[src/rtl/comb_glitch_filter_defs.vh]
// Shared encodings and default parameter values for comb_glitch_filter.
// Pulled in by comb_glitch_filter_pkg.
`ifndef COMB_GLITCH_FILTER_DEFS_VH
`define COMB_GLITCH_FILTER_DEFS_VH

`define CGF_S_STABLE      1'b0
`define CGF_S_QUAL        1'b1
`define CGF_SYNC_STAGES   2
`define CGF_STABLE_CYCLES 4
`define CGF_CNT_W         8

`endif

[src/rtl/comb_glitch_filter_pkg.sv]
// Package for comb_glitch_filter: FSM state type and default parameters.
// The values come from the shared defs include.
package comb_glitch_filter_pkg;

`include "comb_glitch_filter_defs.vh"

    typedef enum logic {
        S_STABLE = `CGF_S_STABLE,
        S_QUAL   = `CGF_S_QUAL
    } state_e;

    localparam int DEF_SYNC_STAGES   = `CGF_SYNC_STAGES;
    localparam int DEF_STABLE_CYCLES = `CGF_STABLE_CYCLES;
    localparam int DEF_CNT_W         = `CGF_CNT_W;

    // Clean-step latency in clk edges from the first edge that sees new din.
    function automatic int step_latency(input int sync_stages, input int stable_cycles);
        return sync_stages + stable_cycles;
    endfunction

endpackage

[src/rtl/comb_glitch_filter_sync_chain.sv]
// sync_chain: SYNC_STAGES-deep reset-to-0 synchronizer bringing the
// asynchronous din into the clk domain.
module sync_chain #(
    parameter int SYNC_STAGES = 2
) (
    input  logic clk,
    input  logic rst_n,
    input  logic d_i,
    output logic q_o
);

    logic [SYNC_STAGES-1:0] sync_q;

    // NOTE: sequential state uses non-blocking (<=) so every flop samples pre-edge values.
    always_ff @(posedge clk or negedge rst_n) begin
        if (!rst_n) begin
            sync_q <= '0;
        end else begin
            sync_q <= {sync_q[SYNC_STAGES-2:0], d_i};
        end
    end

    assign q_o = sync_q[SYNC_STAGES-1];

endmodule

[src/rtl/comb_glitch_filter.sv]
// comb_glitch_filter: synchronizes a hazard-prone level, qualifies it for STABLE_CYCLES
// samples, emits edge pulses and counts rejected glitches. Optional GLITCH_FILTER_IRQ_EN adds glitch_irq.
module comb_glitch_filter
    import comb_glitch_filter_pkg::*;
#(
    parameter int SYNC_STAGES   = DEF_SYNC_STAGES,
    parameter int STABLE_CYCLES = DEF_STABLE_CYCLES,
    parameter int CNT_W         = DEF_CNT_W
) (
    input  logic             clk,
    input  logic             rst_n,
    input  logic             din,
    input  logic             clr_cnt,
    output logic             dout,
    output logic             rise_pulse,
    output logic             fall_pulse,
    output logic             busy,
    output logic [CNT_W-1:0] glitch_cnt
`ifdef GLITCH_FILTER_IRQ_EN
    ,
    output logic             glitch_irq
`endif
);

    localparam int QW = $clog2(STABLE_CYCLES + 1);
    localparam logic [QW-1:0] QUAL_LAST = QW'(STABLE_CYCLES);

    logic             synced;
    state_e           state_q, state_d;
    logic [QW-1:0]    qual_q, qual_d;
    logic             dout_q, dout_d;
    logic             rise_q, rise_d;
    logic             fall_q, fall_d;
    logic [CNT_W-1:0] cnt_q, cnt_d;
    logic             glitch_inc;

    sync_chain #(.SYNC_STAGES(SYNC_STAGES)) u_sync (
        .clk   (clk),
        .rst_n (rst_n),
        .d_i   (din),
        .q_o   (synced)
    );

    // NOTE: every always_comb output gets a default first, so no path can infer a latch.
    always_comb begin
        state_d    = state_q;
        qual_d     = qual_q;
        dout_d     = dout_q;
        rise_d     = 1'b0;
        fall_d     = 1'b0;
        glitch_inc = 1'b0;
        unique case (state_q)
            S_STABLE: begin
                if (synced != dout_q) begin
                    if (STABLE_CYCLES == 1) begin
                        dout_d = synced;
                        rise_d = synced;
                        fall_d = ~synced;
                    end else begin
                        state_d = S_QUAL;
                        qual_d  = QW'(1);
                    end
                end
            end
            S_QUAL: begin
                if (synced != dout_q) begin
                    if (qual_q + QW'(1) == QUAL_LAST) begin
                        dout_d  = synced;
                        rise_d  = synced;
                        fall_d  = ~synced;
                        qual_d  = '0;
                        state_d = S_STABLE;
                    end else begin
                        qual_d = qual_q + QW'(1);
                    end
                end else begin
                    // Level fell back before qualifying: count it as a rejected glitch.
                    qual_d     = '0;
                    state_d    = S_STABLE;
                    glitch_inc = 1'b1;
                end
            end
            default: state_d = S_STABLE;
        endcase
    end

    always_comb begin
        cnt_d = cnt_q;
        if (clr_cnt) begin
            cnt_d = '0;
        end else if (glitch_inc && (cnt_q != '1)) begin
            cnt_d = cnt_q + 1'b1;
        end
    end

    always_ff @(posedge clk or negedge rst_n) begin
        if (!rst_n) begin
            state_q <= S_STABLE;
            qual_q  <= '0;
            dout_q  <= 1'b0;
            rise_q  <= 1'b0;
            fall_q  <= 1'b0;
            cnt_q   <= '0;
        end else begin
            state_q <= state_d;
            qual_q  <= qual_d;
            dout_q  <= dout_d;
            rise_q  <= rise_d;
            fall_q  <= fall_d;
            cnt_q   <= cnt_d;
        end
    end

    assign dout       = dout_q;
    assign rise_pulse = rise_q;
    assign fall_pulse = fall_q;
    assign busy       = (state_q == S_QUAL);
    assign glitch_cnt = cnt_q;

`ifdef GLITCH_FILTER_IRQ_EN
    logic irq_q, irq_d;

    // Sticky on every abort, even when the counter is already saturated.
    always_comb begin
        irq_d = irq_q;
        if (clr_cnt) begin
            irq_d = 1'b0;
        end else if (glitch_inc) begin
            irq_d = 1'b1;
        end
    end

    always_ff @(posedge clk or negedge rst_n) begin
        if (!rst_n) begin
            irq_q <= 1'b0;
        end else begin
            irq_q <= irq_d;
        end
    end

    assign glitch_irq = irq_q;
`endif

endmodule

[config.mk]
export PLATFORM = sky130hd
export DESIGN_NAME = comb_glitch_filter
export DESIGN_NICKNAME = d
export VERILOG_FILES = /design/src/rtl/comb_glitch_filter_pkg.sv /design/src/rtl/comb_glitch_filter_sync_chain.sv /design/src/rtl/comb_glitch_filter.sv
export VERILOG_INCLUDE_DIRS = /design/src /design/src/rtl
export SDC_FILE = /design/constraint.sdc
export NUM_CORES = 1
export LEC_CHECK = 0
export ABC_CLOCK_PERIOD_IN_PS = 1800
export CAP_MARGIN = 20
export CORE_ASPECT_RATIO = 1.5
export CORE_MARGIN = 5
export CORE_UTILIZATION = 35
export CTS_CLUSTER_DIAMETER = 80
export DETAILED_ROUTE_END_ITERATION = 16
export REMOVE_ABC_BUFFERS = 1
export SYNTH_ARGS = -nofsm -noshare
export SYNTH_HDL_FRONTEND = slang
export SYNTH_SLANG_ARGS = --single-unit
[constraint.sdc]
create_clock -name clk -period 1.8 [get_ports clk]
set_input_delay 0.54 -clock clk [delete_from_list [all_inputs] [get_ports clk]]
set_output_delay 0.54 -clock clk [all_outputs]
set_load 0.005 [all_outputs]
# Yosys cells after proc, flatten, opt, wreduce, memory -nomap -nowiden

Index checks and enable logic that the tools add are counted.

Register bits after elaboration: 17
Bits of input ports: 4
Output and inout bits: 12
Word-level logic and storage cells: 36

Add/sub/neg operators: 2
Equal/unequal tests: 4
Muxes and demuxes: 18
Bitwise gates (word level): 2
Reduce and logical (&&, ||, !) cells: 3

Operators by type and width:

| kind                  | number |
|---|---|
| $mux W8               | 2 |
| $mux W1               | 11 |
| $mux W3               | 3 |
| $add A8 B1 Y8 const B | 1 |
| $ne A8 B8 Y1 const B  | 1 |
| $pmux W3 S2           | 1 |
| $add A3 B1 Y3 const B | 1 |
| $eq A3 B3 Y1 const B  | 1 |
| $reduce_and A3 Y1     | 1 |
| $ne A2 B2 Y1 const B  | 1 |
| $not A1 Y1            | 2 |
| $pmux W1 S2           | 1 |
| $reduce_bool A2 Y1    | 1 |
| $logic_and A1 B1 Y1   | 1 |
| $ne A1 B1 Y1          | 1 |

# Logic depth before layout (Yosys ltp)

Word-level depth: 6
Depth in mapped cells: 6
Gate-level depth less buffers: 5

# Hierarchy

A second synthesis with hierarchy kept.

Cell total of the unflattened synthesis: 73
Area total of the unflattened synthesis: 813.3 um^2

Modules (own cells, without submodules):

| module             | instances | cells each | area each (um^2) | sequential area each (um^2) |
|---|---|---|---|---|
| comb_glitch_filter | 1         | 71         | 763.2            | 375.4 |
| sync_chain         | 1         | 2          | 50.0             | 50.0 |

# Worst setup path before layout

OpenSTA, ideal clock, no wires.

Kind: register to register
From: register cnt_q[0] (netlist: glitch_cnt[0])
To: register cnt_q[5] (netlist: glitch_cnt[5])
Library setup time: 0.078 ns
Arrival: 1.480 ns
Required time: 1.722 ns
Path slack: 0.242 ns
Cell stages (with the launch flop): 7
Buffers on the path: 1
Period minus slack after synthesis: 1.558 ns
Cells stage by stage: dfrtp_1 ha_1 nand3_1 o211ai_4 buf_6 or3_1 a21oi_1

Longest elaborated chain between the ends: 3

RTL lines:

| what                                                  | RTL line                                           | source |
|---|---|---|
| start, declared                                       | comb_glitch_filter.sv:34                           | `logic [CNT_W-1:0] cnt_q, cnt_d;` |
| start signal, assigned                                | comb_glitch_filter.sv:110                          | `cnt_q <= cnt_d;` |
| $add A8 B1 Y8 / $ne A8 B8 Y1 (equally long branches)  | comb_glitch_filter.sv:92, comb_glitch_filter.sv:91 |  |
| $mux W8 / $logic_and A1 B1 Y1 (equally long branches) | comb_glitch_filter.sv:91                           | `end else if (glitch_inc && (cnt_q != '1)) begin` |
| $mux W8 / $reduce_bool A2 Y1 (equally long branches)  | n/a                                                |  |

Several ways; a longest one is shown, not always the timed one. The select of a mux whose other input is x is not followed.
A chain may end at the register's enable or synchronous reset.

# Final worst setup path

From: register cnt_q[7] (netlist: glitch_cnt[7])
To: output glitch_cnt[7]

RTL lines:

| what          | RTL line                 | source |
|---|---|---|
| end, declared | comb_glitch_filter.sv:18 | `output logic [CNT_W-1:0] glitch_cnt` |

No word-level cell between the ends.

==> impl_metrics.csv <==
group,metric,value,unit
clock_network,numClockSinks,17,
min_path,hold_start,"u_sync.sync_q[0]",
timing,skew,2.25,ps
worst_setup_path,cp-start-kind,"register",
timing,slew_headroom,0.736,
floorplanning,num_rows,21,
global_routing,overflow,0,
clock_network,cts_tree,"done",
worst_setup_path,crit_required,1260,ps
status,status,"complete, no violations",
synth,ys_types,26,
synth,synthTopCellsByArea,"dfrtp_1 (53%), ha_1 (4.6%), a21oi_1 (3.7%)",
worst_setup_path,worstPathCellList,"clkdlybuf4s50_1",
layout,area_delta_synth_final,34.2,%
drt,ant_nets,0,
clock_network,clock_latency,290,ps
timing,worst_pin_slew,395,ps
synth,avgSynthCellArea,11.2,sq um
clock_network,clockRootBuffer,"clkbuf_4",
clock_network,ctsHoldBuffers,0,
clock_network,cts_buffer_depth,2,
timing,fin_setup_tns,0,ps
worst_setup_path,reg2reg_slack,90,ps
global_routing,grt_max_degree,18,
layout,regArea,429,sq um
clock_network,numCtsBuffers,3,
worst_setup_path,rr_startpoint,"glitch_cnt[0]",
layout,multi_input_area,358,sq um
timing,hold_viol,0,
drt,viasPerCell,5.23,
floorplanning,ioPinCount,16,
synth,yosysMostFrequentCell,"dfrtp_1",
timing,setup_viol,0,
worst_setup_path,path_delay_family,"buffers and inverters",
min_path,hold_class,"register to register",
floorplanning,core_region_area,2230,sq um
placed_design,dpl.hpwl,1170,microns
layout,diodes,0,
timing,fin_crit,1760,ps
global_routing,grt.total_usage,0.106,
synth,synth_edf_count,0,
global_routing,grt_pass1_wl,2740,microns
synth,ys_seq_area_frac,0.526,
worst_setup_path,cpPeakStageDelay,520,ps
timing,period_share,0.977,
drt,via_count,643,
floorplanning,die-area,3390,sq um
worst_setup_path,crit_path_top_delay_cell,"clkdlybuf4s50_1",
worst_setup_path,cp_num_buf_inv,1,
synth,yosys.area.top_type,"dfrtp_1",
drt,firstDrtPassIters,4,
clock_network,htree_levels,1,
floorplanning,initial_core_util,0.362,
synth,syn_inst,72,
flow_run,maxCapViolCount,0,
global_routing,grt_pass1_vias,638,
global_routing,antenna_found_initial,0,
clock_network,clk_pin_slew,100,ps
layout,drive_gt1_frac,0.200,
synth,ys_seq_elements,17,
worst_setup_path,cp_max_fo,4,
min_path,min_to,"u_sync.sync_q[1]",
worst_setup_path,arrival,1220,ps
placed_design,gp_congestion,0.806,
drt,wire_per_inst,14.3,microns
timing,worst_hold_slack,358,ps
drt,drc,0,
synth,netlist.area_leader.share,0.526,
worst_setup_path,rr_endpoint,"glitch_cnt[7]",
synth,ys_warn_count,0,
placed_design,portBuffers,15,
power,p_leak,0.000529,uW
drt,wirelength,1760,microns
layout,nFillCells,203,
timing,clock.fmax,0.568,GHz
min_path,hold_depth,0,
worst_setup_path,criticalPathCategory,"register to primary output",
synth,synth_common_cells,"dfrtp_1 (17), nand2_1 (8), a21oi_1 (6)",
floorplanning,die_w,49.2,microns
synth,synthFlopType,"dfrtp_1",
drt,drtIter0Drc,13,
layout,fin_nets,108,
floorplanning,die_y,68.9,microns
synth,synth_area,808,sq um
power,ir_drop,0.510,mV
worst_setup_path,r2r_cells,5,
timing,final-max-slew-violation-count,0,
synth,synth-async-reset-ratio,1.00,
power,powerDensity,1050,nW/um^2
worst_setup_path,critPathCaptureType,"primary output",
==> worst max path at each step <==
stage / from / endpoint / slack [ps] / cells past startpoint
global placement: glitch_cnt[0] / glitch_cnt[7] / 150 / 5
detailed placement: glitch_cnt[0] / glitch_cnt[7] / 90 / 5
CTS: glitch_cnt[2] / glitch_cnt[2] / 0.7 / 1
finish: glitch_cnt[7] / glitch_cnt[7] / 40 / 1
global route: glitch_cnt[0] / glitch_cnt[7] / -5 / 5
floorplan: glitch_cnt[0] / glitch_cnt[7] / 190 / 5
==> flip-flops by register name (all words and copies together), names as in the netlist <==
name           flops
busy               1
dout               1
fall_pulse         1
glitch_cnt         8
qual_q             3
rise_pulse         1
u_sync.sync_q      2
==> worst reg2reg max path: stages, from the launching register on <==
cell and delay [ps]:
dfrtp_1 430, ha_1 250, nand3_1 150, o211ai_4 170
or4_1 500, a21oi_1 150
==> logic make-up (layout without fill, tap and decap cells) <==
kind of cell / count (synthesis) / after routing / share of synthesized area
simple gates: 29 / 29 / 0.198
flops: 17 / 17 / 0.526
buf+inv: 3 / 31 / 0.0310
xor+xnor: 3 / 3 / 0.0557
compound gates: 16 / 16 / 0.130
fa+ha+maj: 3 / 3 / 0.0464
mux: 1 / 1 / 0.0124
==> area by class of cell <==
type	instances	area share
clock buffers	3	0.0208
clock inverters	1	0.00461
inverters	1	0.00346
multi-input cells	52	0.330
flip-flops and latches	17	0.396
well taps	23	0.0265
repair buffers	26	0.219
==> cell usage in the layout (no fill, tap or decap), types with 3 or more instances in the layout <==
cell             count
o21ai_1              3
dfrtp_1             14
dfrtp_2              3
buf_4               11
ha_1                 3
or3_1                4
nor2_1               3
nand2_1              8
clkdlybuf4s50_1     10
a21oi_1              6
nand3_1              5
dlymetal6s2s_1       3
clkbuf_4             3
==> per-stage QoR <==
stage | instance area [sq um] | utilization | setup slack, ps | total power [uW] | cells
final | 1080 | 0.486 | 40.5 | 1140 | 123
after floorplan | 787 | - | 191 | 753 | 70
after global routing | 1080 | 0.486 | -5.02 | 1210 | 123
after global placement | 988 | 0.443 | 153 | 922 | 111
after CTS | 1030 | 0.462 | 0.687 | 1140 | 117
after detailed placement | 988 | 0.443 | 91.2 | 928 | 111
==> power by group <==
| part | switching [uW] | leakage, uW | internal, uW |
|---|---|---|---|
| Combinational | 203 | 0.000291 | 218 |
| Clock | 124 | 0.0000177 | 82.5 |
| Sequential | 66.1 | 0.000221 | 446 |
| Total | 393 | 0.000529 | 747 |
==> what timing repair did <==
item                       in CTS  in global routing
buffers inserted                2                  6
hold endpoints to repair        0                  0
gates resized for setup         5                  3
setup endpoints to repair       6                  6
gates cloned                    0                  0
==> per-layer routing <==
layer | track usage | routed length, microns
met5 | 0 | 0
met4 | 0.0539 | 28
met3 | 0.0323 | 93
met2 | 0.181 | 904
met1 | 0.120 | 735
(Power assumes the default switching activity.)
